<file path="src/rtl/mu0_pkg.sv">
// mu0_pkg: shared MU0 widths, ALU op codes and opcode constants
package mu0_pkg;
  localparam int MU0_DATA_W = 16;
  localparam int MU0_ADDR_W = 12;
  localparam logic [1:0] ALU_Y   = 2'd0;
  localparam logic [1:0] ALU_ADD = 2'd1;
  localparam logic [1:0] ALU_INC = 2'd2;
  localparam logic [1:0] ALU_SUB = 2'd3;
  localparam logic [3:0] LDA = 4'd0;
  localparam logic [3:0] STA = 4'd1;
  localparam logic [3:0] ADD = 4'd2;
  localparam logic [3:0] SUB = 4'd3;
  localparam logic [3:0] JMP = 4'd4;
  localparam logic [3:0] JGE = 4'd5;
  localparam logic [3:0] JNE = 4'd6;
  localparam logic [3:0] STP = 4'd7;
endpackage

</file>
<file path="src/rtl/mu0_datapath_if.sv">
// mu0_datapath_if: control-unit enables/selects, memory buses and status/debug outputs of the MU0 datapath
interface mu0_datapath_if #(parameter int DATA_W = 16, parameter int ADDR_W = 12);
  logic              PC_En, IR_En, Acc_En, X_sel, Y_sel, Addr_sel, Halted;
  logic [1:0]        M;
  logic [DATA_W-1:0] Data_in, Data_out, Acc_dbg, IR_dbg;
  logic [ADDR_W-1:0] Address, PC_dbg;
  logic [3:0]        F;
  logic              N, Z;
  logic [15:0]       Instr_count;
  modport master (
    output PC_En, IR_En, Acc_En, X_sel, Y_sel, Addr_sel, Halted, M, Data_in,
    input  Address, Data_out, F, N, Z, PC_dbg, Acc_dbg, IR_dbg, Instr_count
  );
  modport slave (
    input  PC_En, IR_En, Acc_En, X_sel, Y_sel, Addr_sel, Halted, M, Data_in,
    output Address, Data_out, F, N, Z, PC_dbg, Acc_dbg, IR_dbg, Instr_count
  );
endinterface

</file>
<file path="src/rtl/mu0_alu.sv">
// mu0_alu: combinational 4-function ALU (Y, X+Y, X+1, X-Y), modulo 2^W, ports x, y, m in and r out
module mu0_alu
  import mu0_pkg::*;
#(
  parameter int W = 16
) (
  input  logic [W-1:0] x,
  input  logic [W-1:0] y,
  input  logic [1:0]   m,
  output logic [W-1:0] r
);
  always_comb r = m == ALU_Y ? y : m == ALU_ADD ? x + y : m == ALU_INC ? x + W'(1) : x - y;
endmodule

</file>
<file path="src/rtl/mu0_datapath.sv">
// mu0_datapath: MU0 PC/IR/Acc registers, X/Y/address muxes, ALU and retired-instruction counter; Clk, Reset and the bus slave modport
module mu0_datapath
  import mu0_pkg::*;
#(
  parameter int                 DATA_W   = MU0_DATA_W,
  parameter int                 ADDR_W   = MU0_ADDR_W,
  parameter logic [ADDR_W-1:0]  RESET_PC = '0
) (
  input logic             Clk,
  input logic             Reset,
  mu0_datapath_if.slave   bus
);
  localparam int PAD = DATA_W - ADDR_W;
  logic [ADDR_W-1:0] pc;
  logic [DATA_W-1:0] ir, acc, x, y, alu_r;
  logic [15:0]       cnt;
  always_comb begin
    x = bus.X_sel ? {{PAD{1'b0}}, pc} : acc;
    y = bus.Y_sel ? {{PAD{1'b0}}, ir[ADDR_W-1:0]} : bus.Data_in;
  end
  mu0_alu #(.W(DATA_W)) u_alu (.x(x), .y(y), .m(bus.M), .r(alu_r));
  always_ff @(posedge Clk) begin
    if (Reset) begin
      pc  <= RESET_PC;
      ir  <= '0;
      acc <= '0;
      cnt <= '0;
    end else begin
      if (bus.PC_En) pc <= alu_r[ADDR_W-1:0];
      if (bus.IR_En) ir <= bus.Data_in;
      if (bus.Acc_En) acc <= alu_r;
      if (bus.IR_En && !bus.Halted) cnt <= cnt + 16'd1;
    end
  end
  assign bus.Address     = bus.Addr_sel ? ir[ADDR_W-1:0] : pc;
  assign bus.Data_out    = x;
  assign bus.F           = ir[DATA_W-1:DATA_W-4];
  assign bus.N           = acc[DATA_W-1];
  assign bus.Z           = acc == '0;
  assign bus.PC_dbg      = pc;
  assign bus.Acc_dbg     = acc;
  assign bus.IR_dbg      = ir;
  assign bus.Instr_count = cnt;
endmodule
</file>
<file path="src/flat_wrapper.sv">
// flat-port wrapper written by rule: the top's interface ports become plain ports
module mu0_datapath_flat import mu0_pkg::*;
#(
  parameter int                 DATA_W   = MU0_DATA_W,
  parameter int                 ADDR_W   = MU0_ADDR_W,
  parameter logic [ADDR_W-1:0]  RESET_PC = '0
)
  (Clk, Reset, bus_PC_En, bus_IR_En, bus_Acc_En, bus_X_sel, bus_Y_sel, bus_Addr_sel, bus_Halted, bus_M, bus_Data_in, bus_Address, bus_Data_out, bus_F, bus_N, bus_Z, bus_PC_dbg, bus_Acc_dbg, bus_IR_dbg, bus_Instr_count);
  mu0_datapath_if #(.DATA_W(DATA_W), .ADDR_W(ADDR_W)) bus_i ();
  input logic Clk;
  input logic Reset;
  input wire logic [$bits(bus_i.PC_En)-1:0] bus_PC_En;
  input wire logic [$bits(bus_i.IR_En)-1:0] bus_IR_En;
  input wire logic [$bits(bus_i.Acc_En)-1:0] bus_Acc_En;
  input wire logic [$bits(bus_i.X_sel)-1:0] bus_X_sel;
  input wire logic [$bits(bus_i.Y_sel)-1:0] bus_Y_sel;
  input wire logic [$bits(bus_i.Addr_sel)-1:0] bus_Addr_sel;
  input wire logic [$bits(bus_i.Halted)-1:0] bus_Halted;
  input wire logic [$bits(bus_i.M)-1:0] bus_M;
  input wire logic [$bits(bus_i.Data_in)-1:0] bus_Data_in;
  output wire logic [$bits(bus_i.Address)-1:0] bus_Address;
  output wire logic [$bits(bus_i.Data_out)-1:0] bus_Data_out;
  output wire logic [$bits(bus_i.F)-1:0] bus_F;
  output wire logic [$bits(bus_i.N)-1:0] bus_N;
  output wire logic [$bits(bus_i.Z)-1:0] bus_Z;
  output wire logic [$bits(bus_i.PC_dbg)-1:0] bus_PC_dbg;
  output wire logic [$bits(bus_i.Acc_dbg)-1:0] bus_Acc_dbg;
  output wire logic [$bits(bus_i.IR_dbg)-1:0] bus_IR_dbg;
  output wire logic [$bits(bus_i.Instr_count)-1:0] bus_Instr_count;
  assign bus_i.PC_En = bus_PC_En;
  assign bus_i.IR_En = bus_IR_En;
  assign bus_i.Acc_En = bus_Acc_En;
  assign bus_i.X_sel = bus_X_sel;
  assign bus_i.Y_sel = bus_Y_sel;
  assign bus_i.Addr_sel = bus_Addr_sel;
  assign bus_i.Halted = bus_Halted;
  assign bus_i.M = bus_M;
  assign bus_i.Data_in = bus_Data_in;
  assign bus_Address = bus_i.Address;
  assign bus_Data_out = bus_i.Data_out;
  assign bus_F = bus_i.F;
  assign bus_N = bus_i.N;
  assign bus_Z = bus_i.Z;
  assign bus_PC_dbg = bus_i.PC_dbg;
  assign bus_Acc_dbg = bus_i.Acc_dbg;
  assign bus_IR_dbg = bus_i.IR_dbg;
  assign bus_Instr_count = bus_i.Instr_count;
  mu0_datapath #(.DATA_W(DATA_W), .ADDR_W(ADDR_W), .RESET_PC(RESET_PC)) u_core (.Clk(Clk), .Reset(Reset), .bus(bus_i));
endmodule
</file>
<file path="config.mk">
export PLATFORM = sky130hd
export DESIGN_NAME = mu0_datapath_flat
export DESIGN_NICKNAME = d
export VERILOG_FILES = /design/src/rtl/mu0_pkg.sv /design/src/rtl/mu0_datapath_if.sv /design/src/rtl/mu0_alu.sv /design/src/rtl/mu0_datapath.sv /design/src/flat_wrapper.sv
export SDC_FILE = /design/constraint.sdc
export NUM_CORES = 1
export LEC_CHECK = 0
export CAP_MARGIN = 5
export CORE_MARGIN = 10
export CORE_UTILIZATION = 50
export CTS_BUF_LIST = sky130_fd_sc_hd__clkbuf_4
export CTS_CLUSTER_SIZE = 28
export DETAILED_ROUTE_END_ITERATION = 7
export MAX_ROUTING_LAYER = met4
export PLACE_DENSITY = 0.84
export SLEW_MARGIN = 30
export SYNTH_ARGS = -nofsm -noshare
export SYNTH_HDL_FRONTEND = slang
export SYNTH_SLANG_ARGS = --single-unit
</file>
<file path="constraint.sdc">
create_clock -name Clk -period 5.7 [get_ports Clk]
set_input_delay 1.14 -clock Clk [delete_from_list [all_inputs] [get_ports Clk]]
set_output_delay 1.14 -clock Clk [all_outputs]
set_load 0.1 [all_outputs]
</file>
==> results.json, run 1 <==
{
  "fin_nets": 651,
  "ir_drop_mv": 0.177,
  "yosysWarnings": 0,
  "die_area_mm2": 0.0123,
  "grt_max_degree": 37,
  "postCtsSetupBuffers": 0,
  "first_global_vias": 4019,
  "syn_nets": 548,
  "crit_path_start_kind": "input port",
  "fillCellCount": 699,
  "hold_path_class": "reg2reg",
  "cts_tree": "done",
  "die_w_um": 111,
  "worstSkewPairLatency_ns": 0.41,
  "finalCriticalPeriod_ns": 4.80,
  "synth_cell_types": 51,
  "cts.sinks": 60,
  "drc": 0,
  "wirelength_um": 13800,
  "clock_path_buffers": 2,
  "tightestPinTransition_ns": 1.03,
  "critPathMaxStageDelay_ns": 0.75,
  "track_usage_pct": 22.2,
  "final_util_pct": 66.3,
  "synth-edff-count": 0,
  "finClkSkew_ns": 0.0132,
  "synth_top_area_share_pct": 29.0,
  "drt_iter0_drc": 285,
  "postCtsHoldBufs": 0,
  "path_cells": "clkdlybuf4s50_1 > buf_4 > nor3b_2 > o221ai_1 > or2_1 > and3_1 > nor3_1 > ha_1 > a211oi_1 > o21ai_0 > o211ai_1 > a21oi_1 > or3_1 > nand3_1 > a311oi_1",
  "arrival_ns": 5.06,
  "ys.flop_type": "dfxtp_1",
  "routed_via_density": 5.90,
  "antenna_found_initial": 0,
  "path_class": "in2reg",
  "setup_slack_ns": 0.904,
  "cts-buffers-inserted": 9,
  "syn_area_mm2": 0.00414,
  "whs_path_depth": 2,
  "cp.depth": 15,
  "p_per_area_mw_per_mm2": 325,
  "ctsHtreeMaxLevel": 3,
  "avgRoutedWirePerCell_um": 19.4,
  "area_growth_pct": 30.4,
  "worst_ep_required_time_ns": 5.97,
  "ys_seq_area_share_pct": 29.0,
  "synth_seq_cells": 60,
  "synth-async-reset-ratio_pct": 0,
  "reg2regPathDepth": 14,
  "slew_violations": 0,
  "row_count": 33,
  "yosysMostFrequentCell": "nor2_1",
  "finalSetupViolCount": 0,
  "outcome": "finished, final reports clean",
  "ios": 121,
  "yosysTopAreaCell": "dfxtp_1",
  "hold_viol_final": 0,
  "antenna_left": 0,
  "finalCritPeriodShare_pct": 84.1,
  "start_util_pct": 50.9,
  "gp_congestion": 0.976,
  "root_buffer": "clkbuf_4",
  "die_h_um": 111,
  "synth_common_cells": "nor2_1 (78), dfxtp_1 (60), mux2i_1 (36)",
  "port_buffers": 120,
  "maxCapViolCount": 0,
  "avgSynthCellArea_um2": 8.28,
  "core-area_mm2": 0.00813,
  "hpwl_um": 10800,
  "post-place-ws_ns": 0.551,
  "holdWs_ns": 0.505,
  "grt_pass1_wl_um": 22300,
  "power_w": 0.00175,
  "first_pass_iters": 5,
  "relSlewSlack_pct": 31.3,
  "setup-tns-final_ns": 0,
  "critPathTopFamily": "simple AND/OR/NAND/NOR gates",
  "cellLeakagePower_nw": 2.24,
  "overflow": 0,
  "cts.repair.resized": 0,
  "num_vias": 4210,
  "syn_inst": 500,
  "endpoint_kind": "register",
  "cp_num_buf_inv": 2,
  "cp_slowest_cell": "clkdlybuf4s50_1",
  "antenna_cells": 0,
  "drive_gt1_share_pct": 13.7,
  "synth_area_leaders": "dfxtp_1 (29%), mux2i_1 (8.7%), mux2_2 (7.1%)",
  "rsz0062_at_grt": "false",
  "worst-path-max-fanout": 29,
  "fmax_mhz": 209,
  "clkTransAtPathRegs_ns": 0.10
}
==> area by class of cell <==
| cell class | instances | area, µm² | share of cell area [%] |
|---|---|---|---|
| Multi-Input combinational cell | 402 | 2760 | 51.1 |
| Sequential cell | 60 | 1200 | 22.3 |
| Timing Repair Buffer | 124 | 1150 | 21.3 |
| Tap cell | 105 | 131 | 2.43 |
| Clock buffer | 10 | 75.1 | 1.39 |
| Clock inverter | 6 | 55.1 | 1.02 |
| Inverter | 6 | 22.5 | 0.417 |
==> placed cells by master, fill, tap and decap left out, types with 10 or more instances in the layout <==
cell	netlist	final
o21ai_0	28	28
a21oi_1	35	35
mux2_2	26	26
clkdlybuf4s50_1	0	90
clkbuf_4	0	10
nor3_1	14	14
dfxtp_1	60	60
xnor2_1	15	15
mux2i_1	36	36
nand2_1	31	31
a211oi_1	16	16
ha_1	20	20
xor2_1	12	12
nor2_1	78	78
buf_4	6	32
==> where the power goes <==
| group | internal, W | switching, W |
|---|---|---|
| Sequential | 0.000453 | 0.0000457 |
| Combinational | 0.000260 | 0.000693 |
| Clock | 0.000134 | 0.000167 |
==> worst paths after layout <==
| kind | slack, ns | endpoint | from |
|---|---|---|---|
| max | 0.90 | u_core.bus.Acc_dbg[13]$_SDFFE_PP0P_ | bus_Y_sel |
| min | 0.50 | u_core.bus.Instr_count[15]$_SDFFE_PP0P_ | u_core.bus.Instr_count[15]$_SDFFE_PP0P_ |
| max reg2reg | 2.18 | u_core.bus.Acc_dbg[13]$_SDFFE_PP0P_ | u_core.bus.IR_dbg[1]$_SDFFE_PP0P_ |
| min reg2reg | 0.50 | u_core.bus.Instr_count[15]$_SDFFE_PP0P_ | u_core.bus.Instr_count[15]$_SDFFE_PP0P_ |
==> per-layer routing <==
metal | routed length [µm] | GRT usage [%] | up-vias | part of all wire [%]
met3 | 858 | 4.98 | 21 | 6.2
met2 | 6470 | 34.8 | 162 | 47
met1 | 6240 | 27.8 | 2024 | 45
met5 | 0 | - | - | 0
li1 | - | - | 2003 | -
met4 | 256 | 6.51 | 0 | 1.9
==> state kept, by name (all words and copies together) (netlist names) <==
name and flops:
u_core.bus.IR_dbg 16, u_core.bus.Instr_count 16, u_core.bus.Acc_dbg 16, u_core.bus.PC_dbg 12
==> worst reg2reg max path: cells and delay by family (launching register included) <==
kind	cells	cell delay (ns)
AOI/OAI and AO/OA	6	1.13
adders and majority gates	2	0.56
DFF	1	0.38
muxes	1	0.26
and+or+nand+nor	5	1.07
==> logic make-up after synthesis <==
group | after synthesis | share of synthesized area (%)
simple gates | 176 | 20.2
compound gates | 114 | 17.4
mux | 63 | 16.3
flops | 60 | 29.0
buf+inv | 38 | 4.26
xor+xnor | 28 | 6.29
fa+ha+maj | 21 | 6.53
==> stage by stage <==
| stage | area, µm² | instances |
|---|---|---|
| 2_1_floorplan | 4140 | 500 |
| 3_3_place_gp | 5270 | 697 |
| 3_5_place_dp | 5270 | 697 |
| 4_1_cts | 5400 | 713 |
| 5_1_grt | 5400 | 713 |
| 6_report | 5400 | 713 |
Power figures use the tool's default switching activity.
==> run 2: changes to the inputs <==
Settings changed: CORE_UTILIZATION 50 to 45, PLACE_DENSITY 0.84 to 0.8.
Clock period 5.7 ns to 4.3 ns, I/O delays scaled along.
==> results.json, run 2 (synthesis results as in run 1) <==
{
  "drt_iter0_drc": 296,
  "critPathMaxStageDelay_ns": 0.48,
  "cp_num_buf_inv": 1,
  "worst_ep_required_time_ns": 4.55,
  "finalCriticalPeriod_ns": 3.88,
  "track_usage_pct": 21.5,
  "fin_cells": 761,
  "ir_drop_mv": 0.263,
  "fin_nets": 695,
  "grt_max_degree": 34,
  "root_buffer": "clkbuf_4",
  "endpoint_kind": "register",
  "route.met3.wl_um": 1020,
  "port_buffers": 120,
  "first_global_vias": 4185,
  "finClkSkew_ns": 0.0131,
  "avgRoutedWirePerCell_um": 18.8,
  "first_pass_iters": 5,
  "antenna_left": 0,
  "num_vias": 4293,
  "antenna_found_initial": 1,
  "gp_congestion": 0.919,
  "core-area_mm2": 0.00885,
  "path_class": "in2reg",
  "hold_path_class": "reg2reg",
  "arrival_ns": 4.13,
  "fillCellCount": 770,
  "cts.sinks": 60,
  "min_from": "u_core.bus.Instr_count[15]$_SDFFE_PP0P_",
  "relSlewSlack_pct": 33.0,
  "grt_pass1_wl_um": 22300,
  "tightestPinTransition_ns": 1.00,
  "cts-buffers-inserted": 9,
  "mostFrequentLayoutCells": "clkdlybuf4s50_1 (89), nor2_1 (78), buf_4 (77), dfxtp_1 (60)",
  "hold_viol_final": 0,
  "finalSetupViolCount": 0,
  "finalCritPeriodShare_pct": 90.2,
  "clock_path_buffers": 2,
  "wirelength_um": 14300,
  "area_growth_pct": 38.6,
  "cellLeakagePower_nw": 2.45,
  "path_cells": "clkdlybuf4s50_1 > mux2i_4 > ha_1 > o221ai_1 > or2_1 > and3_1 > nor3_2 > ha_1 > a211oi_1 > o21ai_0 > o211ai_1 > a21oi_1 > or3_1 > nand3_1 > a311oi_1",
  "overflow": 0,
  "worst-path-max-fanout": 4,
  "ctsHtreeMaxLevel": 3,
  "r2r_start": "u_core.bus.IR_dbg[1]$_SDFFE_PP0P_",
  "crit_path_start_kind": "input port",
  "post-place-ws_ns": -0.269,
  "dr_wl_met2_um": 6670,
  "row_count": 34,
  "slew_violations": 0,
  "die_w_um": 116,
  "final_common_cell": "clkdlybuf4s50_1",
  "cts_tree": "done",
  "maxUsedRoutingLayer": "met4",
  "critPathTopFamily": "simple AND/OR/NAND/NOR gates",
  "final_util_pct": 64.8,
  "routed_via_density": 5.64,
  "maxCapViolCount": 0,
  "start_util_pct": 46.8,
  "wl_met1_um": 6420,
  "cp_slowest_cell": "clkdlybuf4s50_1",
  "clkTransAtPathRegs_ns": 0.11,
  "hpwl_um": 11300,
  "rsz0062_at_grt": "false",
  "crit_start": "bus_Data_in[0]",
  "die_h_um": 116,
  "postCtsSetupBuffers": 0,
  "die_area_mm2": 0.0134,
  "p_per_area_mw_per_mm2": 407,
  "cpMostUsedCell": "ha_1",
  "fmax_mhz": 258,
  "drive_gt1_share_pct": 20.2,
  "placedCellCount": 744,
  "drc": 0,
  "outcome": "finished, final reports clean",
  "ios": 121,
  "setup_slack_ns": 0.421,
  "worstSkewPairLatency_ns": 0.42
}
## run 2: cell types whose count changed in the layout (fill, tap and decap cells not counted), moves of 2 or more
cell / change
buf_4: +45
nor3_2: +2
nor3_1: -2
clkinv_2: +2
## run 2: routing by layer
layer,up-vias,track usage (%)
met2,156,34.0
met3,18,4.91
li1,2098,-
met5,-,-
met1,2021,27.4
met4,0,5.17
## run 2: worst reg2reg max path: stages (launching register included)
cell and delay, ns:
dfxtp_1 0.39, mux2i_2 0.22, ha_1 0.20, o221ai_1 0.14
or2_1 0.31, and3_1 0.19, nor3_2 0.22, ha_1 0.28
a211oi_1 0.22, o21ai_0 0.14, o211ai_1 0.29, a21oi_1 0.12
or3_1 0.32, nand3_1 0.09, a311oi_1 0.10
## run 2: repair_timing
item / 4_1_cts / 5_1_grt
resized for setup: 0 / 6
setup endpoints to repair: 0 / 5
hold buffers: 0 / 0
## run 2: area by class of cell
| cell class | instances | area, µm² | area share, % |
|---|---|---|---|
| Multi-Input combinational cell | 402 | 2780 | 48.5 |
| Timing Repair Buffer | 168 | 1490 | 25.9 |
| Sequential cell | 60 | 1200 | 20.9 |
| Tap cell | 108 | 135 | 2.36 |
| Clock buffer | 10 | 75.1 | 1.31 |
| Clock inverter | 6 | 31.3 | 0.545 |
| Inverter | 6 | 22.5 | 0.393 |
| Antenna cell | 1 | 2.50 | 0.0436 |
## run 2: worst paths after layout
check                                                               end  depth (start not counted)  slack, ns
worst min-delay path            u_core.bus.Instr_count[15]$_SDFFE_PP0P_                          2       0.50
worst max-delay path                u_core.bus.Acc_dbg[13]$_SDFFE_PP0P_                         15       0.42
worst min register to register  u_core.bus.Instr_count[15]$_SDFFE_PP0P_                          2       0.50
worst max register to register      u_core.bus.Acc_dbg[13]$_SDFFE_PP0P_                         14       0.91
## run 2: where the power goes
group / internal (W) / total [W] / leakage, nW / switching (W)
Sequential: 0.000601 / 0.000661 / 0.493 / 0.0000606
Clock: 0.000119 / 0.000343 / 0.0634 / 0.000223
Combinational: 0.000398 / 0.00133 / 1.90 / 0.000933
## run 2: per-stage QoR
| stage | hold slack (ns) | power [W] | setup TNS, ns | cell area [µm²] |
|---|---|---|---|---|
| after global routing | 0.543 | 0.00244 | 0 | 5730 |
| after CTS | 0.500 | 0.00234 | 0 | 5710 |
| final | 0.497 | 0.00233 | 0 | 5730 |
| after detailed placement | 0.486 | 0.00199 | -1.75 | 5600 |
| after global placement | 0.473 | 0.00197 | -0.883 | 5600 |
| after floorplan | 0.937 | 0.00164 | 0 | 4140 |
==> run 3: changes to the inputs <==
Settings changed: CORE_ASPECT_RATIO set to 0.7.
==> results.json, run 3 (synthesis results as in run 1) <==
{
  "post-place-ws_ns": -0.201,
  "swShare_pct": 48.4,
  "drive_gt1_share_pct": 18.4,
  "power_frac_seq_pct": 26.6,
  "power.internal_w": 0.00128,
  "port_buffers": 120,
  "final_area_mm2": 0.00573,
  "track_usage_pct": 20.8,
  "hold_viol_final": 0,
  "placedCellCount": 749,
  "finalCriticalPeriod_ns": 4.09,
  "num_vias": 4359,
  "avgRoutedWirePerCell_um": 18.0,
  "ir_drop_mv": 0.293,
  "final_util_pct": 63.7,
  "setup_slack_ns": 0.205,
  "ios": 121,
  "wirelength_um": 13800,
  "finalSetupViolCount": 0,
  "cellLeakagePower_nw": 2.42,
  "grt_max_degree": 62,
  "rsz0062_at_grt": "false",
  "routed_via_density": 5.70,
  "antenna_cells": 0,
  "worst_ep_required_time_ns": 4.59,
  "clock_path_buffers": 2,
  "ctsHtreeMaxLevel": 3,
  "overflow": 0,
  "core-area_mm2": 0.00900,
  "endpoint_kind": "register",
  "fin_nets": 684,
  "cts_tree": "done",
  "die_area_mm2": 0.0135,
  "area_growth_pct": 38.4,
  "cts.sinks": 60,
  "cts-buffers-inserted": 9,
  "drt_iter0_drc": 215,
  "drc": 0,
  "outcome": "finished, final reports clean",
  "antenna_found_initial": 0,
  "row_count": 29,
  "worstSkewPairLatency_ns": 0.44,
  "root_buffer": "clkbuf_4",
  "hpwl_um": 10900,
  "clkTransAtPathRegs_ns": 0.10,
  "finClkSkew_ns": 0.00617,
  "dpl_cell_area_mm2": 0.00554,
  "p_per_area_mw_per_mm2": 432,
  "p_comb_share_pct": 52.6,
  "start_util_pct": 46.0,
  "tightestPinTransition_ns": 1.00,
  "slew_violations": 0,
  "pwr-share-clk_pct": 20.8,
  "die_h_um": 100,
  "final_common_cell": "clkdlybuf4s50_1",
  "crit_path_start_kind": "input port",
  "maxCapViolCount": 0,
  "switching_power_w": 0.00120,
  "hold_path_class": "reg2reg",
  "path_class": "in2reg",
  "fmax_mhz": 244,
  "antenna_left": 0,
  "worst-path-max-fanout": 5,
  "fin_cells": 765,
  "mostFrequentLayoutCells": "clkdlybuf4s50_1 (90), nor2_1 (78), buf_4 (67), dfxtp_1 (60), mux2i_1 (35)",
  "first_global_vias": 4374,
  "grt_pass1_wl_um": 22100,
  "die_w_um": 135,
  "gp_congestion": 0.949,
  "arrival_ns": 4.38,
  "relSlewSlack_pct": 33.1,
  "first_pass_iters": 5,
  "setup-tns-final_ns": 0,
  "finalCritPeriodShare_pct": 95.2
}
[run 3: metrics by stage]
step           total power [W]  hold WS (ns)
2_1_floorplan          0.00164         0.937
3_3_place_gp           0.00194         0.474
3_5_place_dp           0.00196         0.488
4_1_cts                0.00248         0.506
5_1_grt                0.00258         0.543
6_report               0.00248         0.500
[run 3: what timing repair did]
item / 4_1_cts / 5_1_grt
buffers inserted: 0 / 0
endpoints found under the setup margin: 0 / 5
hold buffers: 0 / 0
resized for setup: 0 / 3
[run 3: cell type report]
class	count	area [µm²]
multi-input combinational	402	2770
sequential	60	1200
clock buffer	10	75.1
timing repair buffer	157	1400
clock inverter	6	103
inverter	6	22.5
tap	124	155
fill	787	3270
[run 3: final timing paths]
kind	from	endpoint	slack, ns	depth (start not counted)
max reg2reg	u_core.bus.IR_dbg[1]$_SDFFE_PP0P_	u_core.bus.PC_dbg[11]$_SDFFE_PP0P_	0.90	14
max	bus_Y_sel	u_core.bus.PC_dbg[11]$_SDFFE_PP0P_	0.21	16
min reg2reg	u_core.bus.Instr_count[15]$_SDFFE_PP0P_	u_core.bus.Instr_count[15]$_SDFFE_PP0P_	0.50	2
min	u_core.bus.Instr_count[15]$_SDFFE_PP0P_	u_core.bus.Instr_count[15]$_SDFFE_PP0P_	0.50	2
[run 3: metal layers]
layer | wire length [µm] | vias up | global-route usage [%]
met5 | 0 | - | -
met4 | 250 | 0 | 6.59
met3 | 1070 | 26 | 5.79
met2 | 6050 | 199 | 32.3
met1 | 6420 | 2058 | 25.7
li1 | - | 2076 | -
[run 3: worst max-delay path: stages]
cell and delay, ns:
clkdlybuf4s50_1 0.46, buf_4 0.16, mux2i_2 0.25, ha_1 0.20, o221ai_1 0.17, or2_1 0.32
and3_1 0.18, nor3_1 0.18, ha_1 0.27, a211oi_1 0.22, o21ai_0 0.14, o211ai_1 0.32
nand2_1 0.13, xnor2_1 0.15, o21ai_0 0.26, a211oi_1 0.12
[run 3: power groups by stage]
stage          clock (W)  combinational (W)  sequential, W
6_report        0.000515            0.00130       0.000658
5_1_grt         0.000543            0.00137       0.000664
4_1_cts         0.000520            0.00130       0.000657
3_5_place_dp           0            0.00129       0.000669
3_3_place_gp           0            0.00127       0.000667
2_1_floorplan          0           0.000667       0.000971
